==> src/rtl/i2c_request_arbiter_if.sv <==
// Requester-side and handler-side signals of i2c_request_arbiter.
// The arbiter connects through slave; the requesters and the handler model connect through master.
interface i2c_request_arbiter_if #(
  parameter int NUM_REQ = 4
);
  logic [NUM_REQ-1:0]   i_req;
  logic [NUM_REQ-1:0]   i_reqWriteEnable;
  logic [7*NUM_REQ-1:0] i_reqAddress;
  logic [8*NUM_REQ-1:0] i_reqData;
  logic [NUM_REQ-1:0]   o_grant;
  logic [NUM_REQ-1:0]   o_done;
  logic                 o_ackError;
  logic                 o_timeout;
  logic [7:0]           o_readData;
  logic                 o_begin;
  logic                 o_writeEnable;
  logic [6:0]           o_i2cAddress;
  logic [7:0]           o_data;
  logic                 i_busy;
  logic                 i_done;
  logic                 i_handlerAckError;
  logic [7:0]           i_handlerReadData;

  modport slave (
    input  i_req, i_reqWriteEnable, i_reqAddress, i_reqData,
    input  i_busy, i_done, i_handlerAckError, i_handlerReadData,
    output o_grant, o_done, o_ackError, o_timeout, o_readData,
    output o_begin, o_writeEnable, o_i2cAddress, o_data
  );

  modport master (
    output i_req, i_reqWriteEnable, i_reqAddress, i_reqData,
    output i_busy, i_done, i_handlerAckError, i_handlerReadData,
    input  o_grant, o_done, o_ackError, o_timeout, o_readData,
    input  o_begin, o_writeEnable, o_i2cAddress, o_data
  );
endinterface

==> src/rtl/i2c_request_arbiter.sv <==
// Round-robin sharing of one i2c_handler among NUM_REQ requesters; watchdog abort built only with `I2C_TIMEOUT_EN.
// o_begin one cycle after the IDLE sample, o_done one cycle after i_done; one transaction outstanding, i_busy holds off grants.
module i2c_request_arbiter #(
  parameter int NUM_REQ        = 4,
  parameter int TIMEOUT_CYCLES = 4096
) (
  input logic                  i_clk,
  input logic                  i_reset,
  i2c_request_arbiter_if.slave bus
);
  localparam int IDXW = (NUM_REQ > 1) ? $clog2(NUM_REQ) : 1;

  localparam logic [1:0] S_IDLE     = 2'd0;
  localparam logic [1:0] S_ISSUE    = 2'd1;
  localparam logic [1:0] S_WAIT     = 2'd2;
  localparam logic [1:0] S_COMPLETE = 2'd3;

  logic [1:0]         state_q, state_d;
  logic [IDXW-1:0]    ptr_q, ptr_d;
  logic [IDXW-1:0]    owner_q, owner_d;
  logic [NUM_REQ-1:0] grant_q, grant_d;
  logic [6:0]         addr_q, addr_d;
  logic [7:0]         data_q, data_d;
  logic               we_q, we_d;
  logic               ack_err_q, ack_err_d;
  logic               tmo_q, tmo_d;
  logic [7:0]         rdata_q, rdata_d;
  logic               sel_vld;
  logic [IDXW-1:0]    sel_idx;
  logic               timeout_hit;

  function automatic logic [IDXW-1:0] rr_index(input logic [IDXW-1:0] base, input int off);
    int k;
    k = int'(base) + off;
    if (k >= NUM_REQ) k = k - NUM_REQ;
    return IDXW'(k);
  endfunction

`ifdef I2C_TIMEOUT_EN
  localparam logic [15:0] WDOG_LAST = 16'(TIMEOUT_CYCLES - 1);
  logic [15:0] wdog_q, wdog_d;

  // Cleared during ISSUE so the first WAIT cycle counts as zero.
  always_comb begin
    wdog_d = wdog_q;
    if (state_q == S_ISSUE)     wdog_d = '0;
    else if (state_q == S_WAIT) wdog_d = wdog_q + 16'd1;
  end

  assign timeout_hit = (state_q == S_WAIT) && (wdog_q == WDOG_LAST);

  always_ff @(posedge i_clk) begin
    if (i_reset) wdog_q <= '0;
    else         wdog_q <= wdog_d;
  end
`else
  localparam int unused_timeout_cycles = TIMEOUT_CYCLES;
  assign timeout_hit = 1'b0;
`endif

  // Scanning from the far end lets the offset closest to the pointer win.
  always_comb begin
    sel_vld = 1'b0;
    sel_idx = '0;
    for (int i = NUM_REQ - 1; i >= 0; i--) begin
      if (bus.i_req[rr_index(ptr_q, i)]) begin
        sel_vld = 1'b1;
        sel_idx = rr_index(ptr_q, i);
      end
    end
  end

  always_comb begin
    state_d   = state_q;
    ptr_d     = ptr_q;
    owner_d   = owner_q;
    grant_d   = grant_q;
    addr_d    = addr_q;
    data_d    = data_q;
    we_d      = we_q;
    ack_err_d = 1'b0;
    tmo_d     = 1'b0;
    rdata_d   = 8'h00;
    case (state_q)
      S_IDLE: begin
        if (sel_vld && !bus.i_busy) begin
          owner_d          = sel_idx;
          grant_d          = '0;
          grant_d[sel_idx] = 1'b1;
          addr_d           = bus.i_reqAddress[7*int'(sel_idx) +: 7];
          data_d           = bus.i_reqData[8*int'(sel_idx) +: 8];
          we_d             = bus.i_reqWriteEnable[sel_idx];
          state_d          = S_ISSUE;
        end
      end
      S_ISSUE: state_d = S_WAIT;
      S_WAIT: begin
        if (bus.i_done) begin
          ack_err_d = bus.i_handlerAckError;
          rdata_d   = bus.i_handlerReadData;
          state_d   = S_COMPLETE;
        end else if (timeout_hit) begin
          ack_err_d = 1'b1;
          tmo_d     = 1'b1;
          state_d   = S_COMPLETE;
        end
      end
      S_COMPLETE: begin
        ptr_d   = (int'(owner_q) == NUM_REQ - 1) ? '0 : owner_q + 1'b1;
        grant_d = '0;
        state_d = S_IDLE;
      end
      default: state_d = S_IDLE;
    endcase
  end

  always_ff @(posedge i_clk) begin
    if (i_reset) begin
      state_q   <= S_IDLE;
      ptr_q     <= '0;
      owner_q   <= '0;
      grant_q   <= '0;
      addr_q    <= '0;
      data_q    <= '0;
      we_q      <= 1'b0;
      ack_err_q <= 1'b0;
      tmo_q     <= 1'b0;
      rdata_q   <= '0;
    end else begin
      state_q   <= state_d;
      ptr_q     <= ptr_d;
      owner_q   <= owner_d;
      grant_q   <= grant_d;
      addr_q    <= addr_d;
      data_q    <= data_d;
      we_q      <= we_d;
      ack_err_q <= ack_err_d;
      tmo_q     <= tmo_d;
      rdata_q   <= rdata_d;
    end
  end

  assign bus.o_grant       = grant_q;
  assign bus.o_done        = (state_q == S_COMPLETE) ? grant_q : '0;
  assign bus.o_ackError    = ack_err_q;
  assign bus.o_timeout     = tmo_q;
  assign bus.o_readData    = rdata_q;
  assign bus.o_begin       = (state_q == S_ISSUE);
  assign bus.o_writeEnable = we_q;
  assign bus.o_i2cAddress  = addr_q;
  assign bus.o_data        = data_q;
endmodule
==> src/flat_wrapper.sv <==
// flat-port wrapper written by rule: the top's interface ports become plain ports
module i2c_request_arbiter_flat 
#(
  parameter int NUM_REQ        = 4,
  parameter int TIMEOUT_CYCLES = 4096
)
  (i_clk, i_reset, bus_i_req, bus_i_reqWriteEnable, bus_i_reqAddress, bus_i_reqData, bus_i_busy, bus_i_done, bus_i_handlerAckError, bus_i_handlerReadData, bus_o_grant, bus_o_done, bus_o_ackError, bus_o_timeout, bus_o_readData, bus_o_begin, bus_o_writeEnable, bus_o_i2cAddress, bus_o_data);
  i2c_request_arbiter_if #(.NUM_REQ(NUM_REQ)) bus_i ();
  input logic i_clk;
  input logic i_reset;
  input wire logic [$bits(bus_i.i_req)-1:0] bus_i_req;
  input wire logic [$bits(bus_i.i_reqWriteEnable)-1:0] bus_i_reqWriteEnable;
  input wire logic [$bits(bus_i.i_reqAddress)-1:0] bus_i_reqAddress;
  input wire logic [$bits(bus_i.i_reqData)-1:0] bus_i_reqData;
  input wire logic [$bits(bus_i.i_busy)-1:0] bus_i_busy;
  input wire logic [$bits(bus_i.i_done)-1:0] bus_i_done;
  input wire logic [$bits(bus_i.i_handlerAckError)-1:0] bus_i_handlerAckError;
  input wire logic [$bits(bus_i.i_handlerReadData)-1:0] bus_i_handlerReadData;
  output wire logic [$bits(bus_i.o_grant)-1:0] bus_o_grant;
  output wire logic [$bits(bus_i.o_done)-1:0] bus_o_done;
  output wire logic [$bits(bus_i.o_ackError)-1:0] bus_o_ackError;
  output wire logic [$bits(bus_i.o_timeout)-1:0] bus_o_timeout;
  output wire logic [$bits(bus_i.o_readData)-1:0] bus_o_readData;
  output wire logic [$bits(bus_i.o_begin)-1:0] bus_o_begin;
  output wire logic [$bits(bus_i.o_writeEnable)-1:0] bus_o_writeEnable;
  output wire logic [$bits(bus_i.o_i2cAddress)-1:0] bus_o_i2cAddress;
  output wire logic [$bits(bus_i.o_data)-1:0] bus_o_data;
  assign bus_i.i_req = bus_i_req;
  assign bus_i.i_reqWriteEnable = bus_i_reqWriteEnable;
  assign bus_i.i_reqAddress = bus_i_reqAddress;
  assign bus_i.i_reqData = bus_i_reqData;
  assign bus_i.i_busy = bus_i_busy;
  assign bus_i.i_done = bus_i_done;
  assign bus_i.i_handlerAckError = bus_i_handlerAckError;
  assign bus_i.i_handlerReadData = bus_i_handlerReadData;
  assign bus_o_grant = bus_i.o_grant;
  assign bus_o_done = bus_i.o_done;
  assign bus_o_ackError = bus_i.o_ackError;
  assign bus_o_timeout = bus_i.o_timeout;
  assign bus_o_readData = bus_i.o_readData;
  assign bus_o_begin = bus_i.o_begin;
  assign bus_o_writeEnable = bus_i.o_writeEnable;
  assign bus_o_i2cAddress = bus_i.o_i2cAddress;
  assign bus_o_data = bus_i.o_data;
  i2c_request_arbiter #(.NUM_REQ(NUM_REQ), .TIMEOUT_CYCLES(TIMEOUT_CYCLES)) u_core (.i_clk(i_clk), .i_reset(i_reset), .bus(bus_i));
endmodule
==> config.mk <==
export PLATFORM = sky130hd
export DESIGN_NAME = i2c_request_arbiter_flat
export DESIGN_NICKNAME = d
export VERILOG_FILES = /design/src/rtl/i2c_request_arbiter_if.sv /design/src/rtl/i2c_request_arbiter.sv /design/src/flat_wrapper.sv
export SDC_FILE = /design/constraint.sdc
export NUM_CORES = 1
export LEC_CHECK = 0
export ABC_AREA = 1
export BUFFER_PORTS_ARGS = -buffer_cell sky130_fd_sc_hd__buf_2
export CORE_AREA = 2 2 91 58
export DETAILED_ROUTE_END_ITERATION = 8
export DIE_AREA = 0 0 93 60
export PLACE_DENSITY = 0.83
export SETUP_SLACK_MARGIN = 0.2
export SLEW_MARGIN = 20
export SYNTH_ARGS = -nofsm -noshare
export SYNTH_HDL_FRONTEND = slang
export SYNTH_SLANG_ARGS = --single-unit
==> constraint.sdc <==
create_clock -name i_clk -period 2.95 [get_ports i_clk]
set_clock_uncertainty 0.15 [all_clocks]
set_input_delay 0.295 -clock i_clk [delete_from_list [all_inputs] [get_ports i_clk]]
set_output_delay 0.295 -clock i_clk [all_outputs]
set_load 0.005 [all_outputs]
==> flow_metrics.env, run 1 <==
export IMPL_grt_pass1_wl_mm=10.2
export IMPL_holdBufCountCts=0
export IMPL_wl_met1_mm=2.88
export IMPL_die_w_um=93
export IMPL_gp_congestion=0.894
export IMPL_ir_worst_vdd_mv=0.399
export IMPL_ant_nets=0
export IMPL_mostFrequentLayoutCells="114 x buf_2, 89 x nand2_1, 61 x nand3_1"
export IMPL_power_total_mw=2.49
export IMPL_p_leak_nw=1.79
export IMPL_post_place_ws_ns=0.625
export IMPL_clk_latency_ns=0.29
export IMPL_clkSinkCount=35
export IMPL_status="finished, final reports clean"
export IMPL_slew_headroom_pct=62.7
export IMPL_top_layer="met4"
export IMPL_crit_path_start_kind="flop"
export IMPL_power_density_nw_per_um2=838
export IMPL_synth_warnings=0
export IMPL_wl_per_cell_um=11.6
export IMPL_drcViolationCount=0
export IMPL_drt_pass1_iter_count=4
export IMPL_setup_violations=0
export IMPL_cts_buffers=5
export IMPL_cts_buffer_depth=2
export IMPL_utilization_pct=61.9
export IMPL_pin_count=116
export IMPL_antenna_found_initial=0
export IMPL_synth_seq_cells=35
export IMPL_clk_pin_slew_worst_paths_ns=0.08
export IMPL_finalCriticalPeriod_ns=2.36
export IMPL_n_antenna_cell=0
export IMPL_postSynthAreaPerCell_sq_um=6.21
export IMPL_fin_nets=565
export IMPL_ctsRootBufferMaster="clkbuf_8"
export IMPL_synth_nets=458
export IMPL_fmaxAchievable_mhz=425
export IMPL_area_growth_pct=29.2
export IMPL_final_setup_worst_slack_ns=0.595
export IMPL_dp_hpwl_mm=4.83
export IMPL_tns_ns=0
export IMPL_io_buffers=114
export IMPL_finalWirelength_mm=6.34
export IMPL_initial_core_util_pct=47.9
export IMPL_timing_critical_path_required_ns=3.03
export IMPL_core_sq_um=4800
export IMPL_grtUsageTotal_pct=23.3
export IMPL_layout_commonest_cell="buf_2"
export IMPL_wl_met2_mm=2.80
export IMPL_cp_arrival_ns=2.44
export IMPL_layout_drive_gt1_share_pct=31.3
export IMPL_num_rows=20
export IMPL_drv_slew=0
export IMPL_dieArea_sq_um=5580
export IMPL_period_share_pct=79.8
export IMPL_syn_instance_count=371
export IMPL_path_class="reg2reg"
export IMPL_ys_types=27
export IMPL_holdWs_ns=0.0620
export IMPL_grt_pass1_vias=2359
export IMPL_cp_max_fo=36
export IMPL_via_per_inst=4.84
export IMPL_vias=2637
export IMPL_end_kind="flop"
export IMPL_drv_cap=0
export IMPL_hold_viol_final=0
export IMPL_worstHoldPathType="in2reg"
export IMPL_cts_tree="done"
export IMPL_postCtsSetupBuffers=0
export IMPL_cts_resized_gates=0
export IMPL_tightest_slew_ns=0.559
export IMPL_synth_area_sq_um=2300
export IMPL_htree_levels=2
export IMPL_grt_overflow_total=0
export IMPL_grt_max_degree=37
export IMPL_dr_first_iter_drc_count=132
export IMPL_die_h_um=60
export IMPL_routed_wl_met3_um=578
export IMPL_grt_setup_unrepaired="false"
export IMPL_seq_area_frac_synth_pct=30.4
[kinds of logic after synthesis]
family,share of synthesized area (%)
simple gates,43.0
buf+inv,15.2
flops,30.4
compound gates,7.88
fa+ha+maj,3.26
other cells,0.163
[flip-flops by register name, summed over array words and instances (netlist names)]
signal and count:
u_core.bus.o_data 8, u_core.bus.o_readData 8, u_core.bus.o_i2cAddress 7, u_core.bus.o_grant 4
u_core.owner_q 2, u_core.ptr_q 2, u_core.state_q 2, u_core.bus.o_ackError 1
u_core.bus.o_writeEnable 1
[stage by stage]
stage | cells | instance area [sq um]
2_1_floorplan | 371 | 2300
3_3_place_gp | 537 | 2860
3_5_place_dp | 537 | 2860
4_1_cts | 545 | 2980
5_1_grt | 545 | 2980
6_report | 545 | 2980
[layer usage]
| layer | vias to the layer above | global-route usage [%] |
|---|---|---|
| met1 | 1156 | 30.4 |
| li1 | 1358 | - |
| met2 | 115 | 38.2 |
| met5 | - | 0 |
| met4 | 0 | 7.98 |
| met3 | 8 | 5.93 |
[synth_stat cells]
library cell  count  area (sq um)
o21ai_0          15          75.1
nand2_8           1          20.0
inv_6             1          8.76
or2_2             2          12.5
dfxtp_1          35           701
nand4_1           1          6.26
nand2_2          13          81.3
buf_2             6          30.0
nand2_1          89           334
o211a_1           1          10.0
a21boi_2          1          11.3
conb_1            1          3.75
nor2_8            1          20.0
buf_4             3          22.5
buf_1             1          3.75
a21oi_1           9          45.0
inv_2             3          11.3
buf_6             3          33.8
inv_1            58           218
buf_8             1          15.0
nand3_2           2          20.0
ha_1              6          75.1
clkbuf_1          2          7.51
nor2_1           45           169
o21ai_1           8          40.0
nand2_4           2          22.5
nand3_1          61           305
[power by group]
part	total (mW)	internal (mW)	leakage [nW]	switching, mW
clock network	0.459	0.274	0.0612	0.186
registers	0.682	0.602	0.287	0.0794
logic	1.35	0.481	1.44	0.870
[worst max-delay path, stage by stage (launching register included)]
cell     delay, ns
dfxtp_1       0.53
inv_6         0.09
nand2_1       0.10
nand3_1       0.10
nand2_1       0.12
inv_1         0.05
nor2_1        0.08
nor2_1        0.07
nand2_4       0.18
nand2_8       0.20
nor2_8        0.33
nand2_1       0.09
nand2_1       0.07
nor2_1        0.05
nor2_1        0.08
[worst paths after layout]
check	startpoint	endpoint	slack, ns	cells after the start
worst min-delay path	bus_i_handlerReadData[6]	u_core.bus.o_readData[6]	0.06	3
worst max-delay path	u_core.ptr_q[0]	u_core.bus.o_data[6]	0.59	14
worst min register to register	u_core.owner_q[1]	u_core.owner_q[1]	0.33	2
worst max register to register	u_core.ptr_q[0]	u_core.bus.o_data[6]	0.59	14
[layout make-up]
class                           count  area [sq um]
Tap cell                           66          82.6
Sequential cell                    35           701
Inverter                           62           238
Clock buffer                        6          82.6
Clock inverter                      2          35.0
Timing Repair Buffer              116           586
Fill cell                         473          1830
Multi-Input combinational cell    258          1250
Note: power is estimated with default switching activity, not from simulation.
==> inputs of run 2 (changes only) <==
--- a/config.mk
+++ b/config.mk
@@ -5,12 +5,12 @@
 export SDC_FILE = /design/constraint.sdc
 export NUM_CORES = 1
 export LEC_CHECK = 0
-export ABC_AREA = 1
+export ABC_AREA = 0
 export BUFFER_PORTS_ARGS = -buffer_cell sky130_fd_sc_hd__buf_2
-export CORE_AREA = 2 2 91 58
+export CORE_AREA = 2 2 98 62
 export DETAILED_ROUTE_END_ITERATION = 8
-export DIE_AREA = 0 0 93 60
-export PLACE_DENSITY = 0.83
+export DIE_AREA = 0 0 100 64
+export PLACE_DENSITY = 0.73
 export SETUP_SLACK_MARGIN = 0.2
 export SLEW_MARGIN = 20
 export SYNTH_ARGS = -nofsm -noshare
==> constraint.sdc (replaced) <==
create_clock -name i_clk -period 2.1 [get_ports i_clk]
set_clock_uncertainty 0.15 [all_clocks]
set_input_delay 0.21 -clock i_clk [delete_from_list [all_inputs] [get_ports i_clk]]
set_output_delay 0.21 -clock i_clk [all_outputs]
set_load 0.005 [all_outputs]
==> run 2 against run 1 <==
Fmax grew 30%. Global-route usage shrank 3.4 points. Register-to-register slack lost 0.31 ns. Clock power grew 34%. Non-clock buffer count grew 20. Total power grew 14%. Die area grew 15%. Clock-buffer cell count shrank 1. Final area grew 4.5%.
==> flow_metrics.env, run 2 <==
export IMPL_cp_max_fo=5
export IMPL_initial_core_util_pct=40.1
export IMPL_finalWirelength_mm=6.46
export IMPL_period_share_pct=86.3
export IMPL_pin_count=116
export IMPL_post_place_ws_ns=0.105
export IMPL_drv_cap=0
export IMPL_holdPathStages=3
export IMPL_status="finished, final reports clean"
export IMPL_synth_edf_count=0
export IMPL_mostFrequentLayoutCells="114 x buf_2, 33 x dfxtp_1, 18 x mux2i_1"
export IMPL_grt_overflow_total=0
export IMPL_n_antenna_cell=0
export IMPL_drcViolationCount=0
export IMPL_gp_congestion=0.794
export IMPL_hold_viol_final=0
export IMPL_drv_slew=0
export IMPL_clk_latency_ns=0.28
export IMPL_htree_levels=2
export IMPL_p_comb_share_pct=44.0
export IMPL_fin_nets=439
export IMPL_netSwitchingFraction_pct=35.6
export IMPL_wl_met1_mm=3.12
export IMPL_antenna_found_initial=0
export IMPL_power_density_nw_per_um2=917
export IMPL_rr_worst_depth=5
export IMPL_syn_instance_count=229
export IMPL_p_sw_mw=1.01
export IMPL_via_per_inst=5.27
export IMPL_cp_arrival_ns=1.88
export IMPL_timing_critical_path_required_ns=2.17
export IMPL_tns_ns=0
export IMPL_yosysMostFrequentCell="dfxtp_1"
export IMPL_yosys_top_cells_area="dfxtp_1 32%, o21bai_4 8.6%, mux2i_1 8.2%, a31o_1 6.4%, o31ai_1 5.5%"
export IMPL_synth_warnings=0
export IMPL_grt_pass1_wl_mm=10.1
export IMPL_fmaxAchievable_mhz=552
export IMPL_seq_area_frac_synth_pct=31.9
export IMPL_worstHoldPathType="in2reg"
export IMPL_grt_max_degree=28
export IMPL_num_fill_cells=481
export IMPL_tightest_slew_ns=0.700
export IMPL_wl_per_cell_um=15.3
export IMPL_p_leak_nw=1.43
export IMPL_wl_met2_mm=2.84
export IMPL_synth_seq_cells=35
export IMPL_num_rows=21
export IMPL_top_layer="met4"
export IMPL_crit_path_start_kind="flop"
export IMPL_final_setup_worst_slack_ns=0.287
export IMPL_finalCriticalPeriod_ns=1.81
export IMPL_synth_nets=316
export IMPL_synth_top_area_share_pct=31.9
export IMPL_cts_buffer_depth=2
export IMPL_io_buffers=114
export IMPL_grt_setup_unrepaired="false"
export IMPL_setup_violations=0
export IMPL_ys_types=42
export IMPL_postSynthAreaPerCell_sq_um=9.58
export IMPL_routed_wl_met3_um=436
export IMPL_pwr_share_seq_pct=34.4
export IMPL_vias=2225
export IMPL_core_sq_um=5470
export IMPL_fin_area_sq_um=3110
export IMPL_p_clk_share_pct=21.6
export IMPL_dr_first_iter_drc_count=90
export IMPL_final_cells=422
export IMPL_power_total_mw=2.85
export IMPL_drt_pass1_iter_count=4
export IMPL_layout_drive_gt1_share_pct=45.6
export IMPL_post_dp_cell_area_sq_um=2840
export IMPL_slew_headroom_pct=53.2
export IMPL_die_w_um=100
export IMPL_end_kind="flop"
export IMPL_synthArstFlopShare_pct=0
export IMPL_dieArea_sq_um=6400
export IMPL_ir_worst_vdd_mv=0.440
export IMPL_cts_tree="done"
export IMPL_synth_area_leader_cell="dfxtp_1"
export IMPL_clkSinkCount=35
export IMPL_ctsRootBufferMaster="clkbuf_8"
export IMPL_synth_area_sq_um=2190
export IMPL_ant_nets=0
export IMPL_cts_buffers=5
export IMPL_p_int_mw=1.84
export IMPL_clk_pin_slew_worst_paths_ns=0.08
export IMPL_dp_cells=403
export IMPL_die_h_um=64
export IMPL_grtUsageTotal_pct=19.9
export IMPL_dp_hpwl_mm=4.77
export IMPL_path_class="reg2reg"
export IMPL_area_growth_pct=41.7
export IMPL_layout_commonest_cell="buf_2"
export IMPL_ys_flop_type="dfxtp_1"
export IMPL_ys_top_cells_by_count="35 x dfxtp_1, 18 x mux2i_1, 17 x nand3_1, 17 x nand4_1"
export IMPL_grt_pass1_vias=2198
run 2: worst max-delay path, cell delays in order, from the launching register on:
cell and delay [ns]:
dfxtp_4 0.37, and2b_2 0.25, nor3b_2 0.19, o22ai_2 0.12
or4_4 0.54, a21oi_2 0.14
run 2: through the flow:
step | hold WS, ns | util [%]
2_1_floorplan | 0.182 | -
3_3_place_gp | 0.259 | 52.0
3_5_place_dp | 0.263 | 52.0
4_1_cts | 0.0920 | 56.3
5_1_grt | 0.110 | 56.9
6_report | 0.0868 | 56.9
run 2: metal layers:
| metal | up-vias | track usage [%] |
|---|---|---|
| li1 | 1108 | - |
| met1 | 1028 | 26.6 |
| met5 | - | 0 |
| met2 | 83 | 31.9 |
| met3 | 6 | 5.03 |
| met4 | 0 | 5.82 |
run 2: final timing paths:
path | slack, ns | startpoint | to
hold / removal | 0.09 | bus_i_reqData[13] | u_core.bus.o_data[5]
hold reg to reg | 0.34 | u_core.owner_q[0] | u_core.owner_q[0]
setup reg to reg | 0.29 | u_core.ptr_q[0] | u_core.bus.o_grant[1]
setup / recovery | 0.29 | u_core.ptr_q[0] | u_core.bus.o_grant[1]
run 2: final cells by class:
cell class	instances	area [sq um]	share of cell area, %
clock buffers	5	68.8	2.21
inverters	4	15.0	0.483
repair buffers	136	808	26.0
well taps	69	86.3	2.78
clock inverters	3	43.8	1.41
multi-input cells	170	1380	44.4
flip-flops and latches	35	706	22.7
run 2: cells by family after synthesis:
| group | count (synthesis) | synth area share, % |
|---|---|---|
| DFF | 35 | 31.9 |
| and+or+nand+nor | 78 | 20.5 |
| AOI/OAI and AO/OA | 67 | 28.9 |
| other | 1 | 0.171 |
| adders and majority gates | 6 | 3.42 |
| muxes | 18 | 8.21 |
| buffers and inverters | 24 | 6.84 |
run 2: power groups by stage:
stage | Sequential (mW) | Clock [mW] | Combinational, mW
floorplan | 0.987 | 0 | 0.775
CTS | 0.979 | 0.623 | 1.22
global placement | 0.982 | 0 | 1.13
finish | 0.980 | 0.616 | 1.25
global route | 0.998 | 0.650 | 1.38
detailed placement | 0.993 | 0 | 1.15
run 2: what timing repair did:
action,in CTS,in global routing
endpoints found under the hold margin,9,0
pin swaps,1,2
setup buffers,2,0
setup endpoints to repair,12,19
hold buffers,9,0
gates resized for setup,3,9
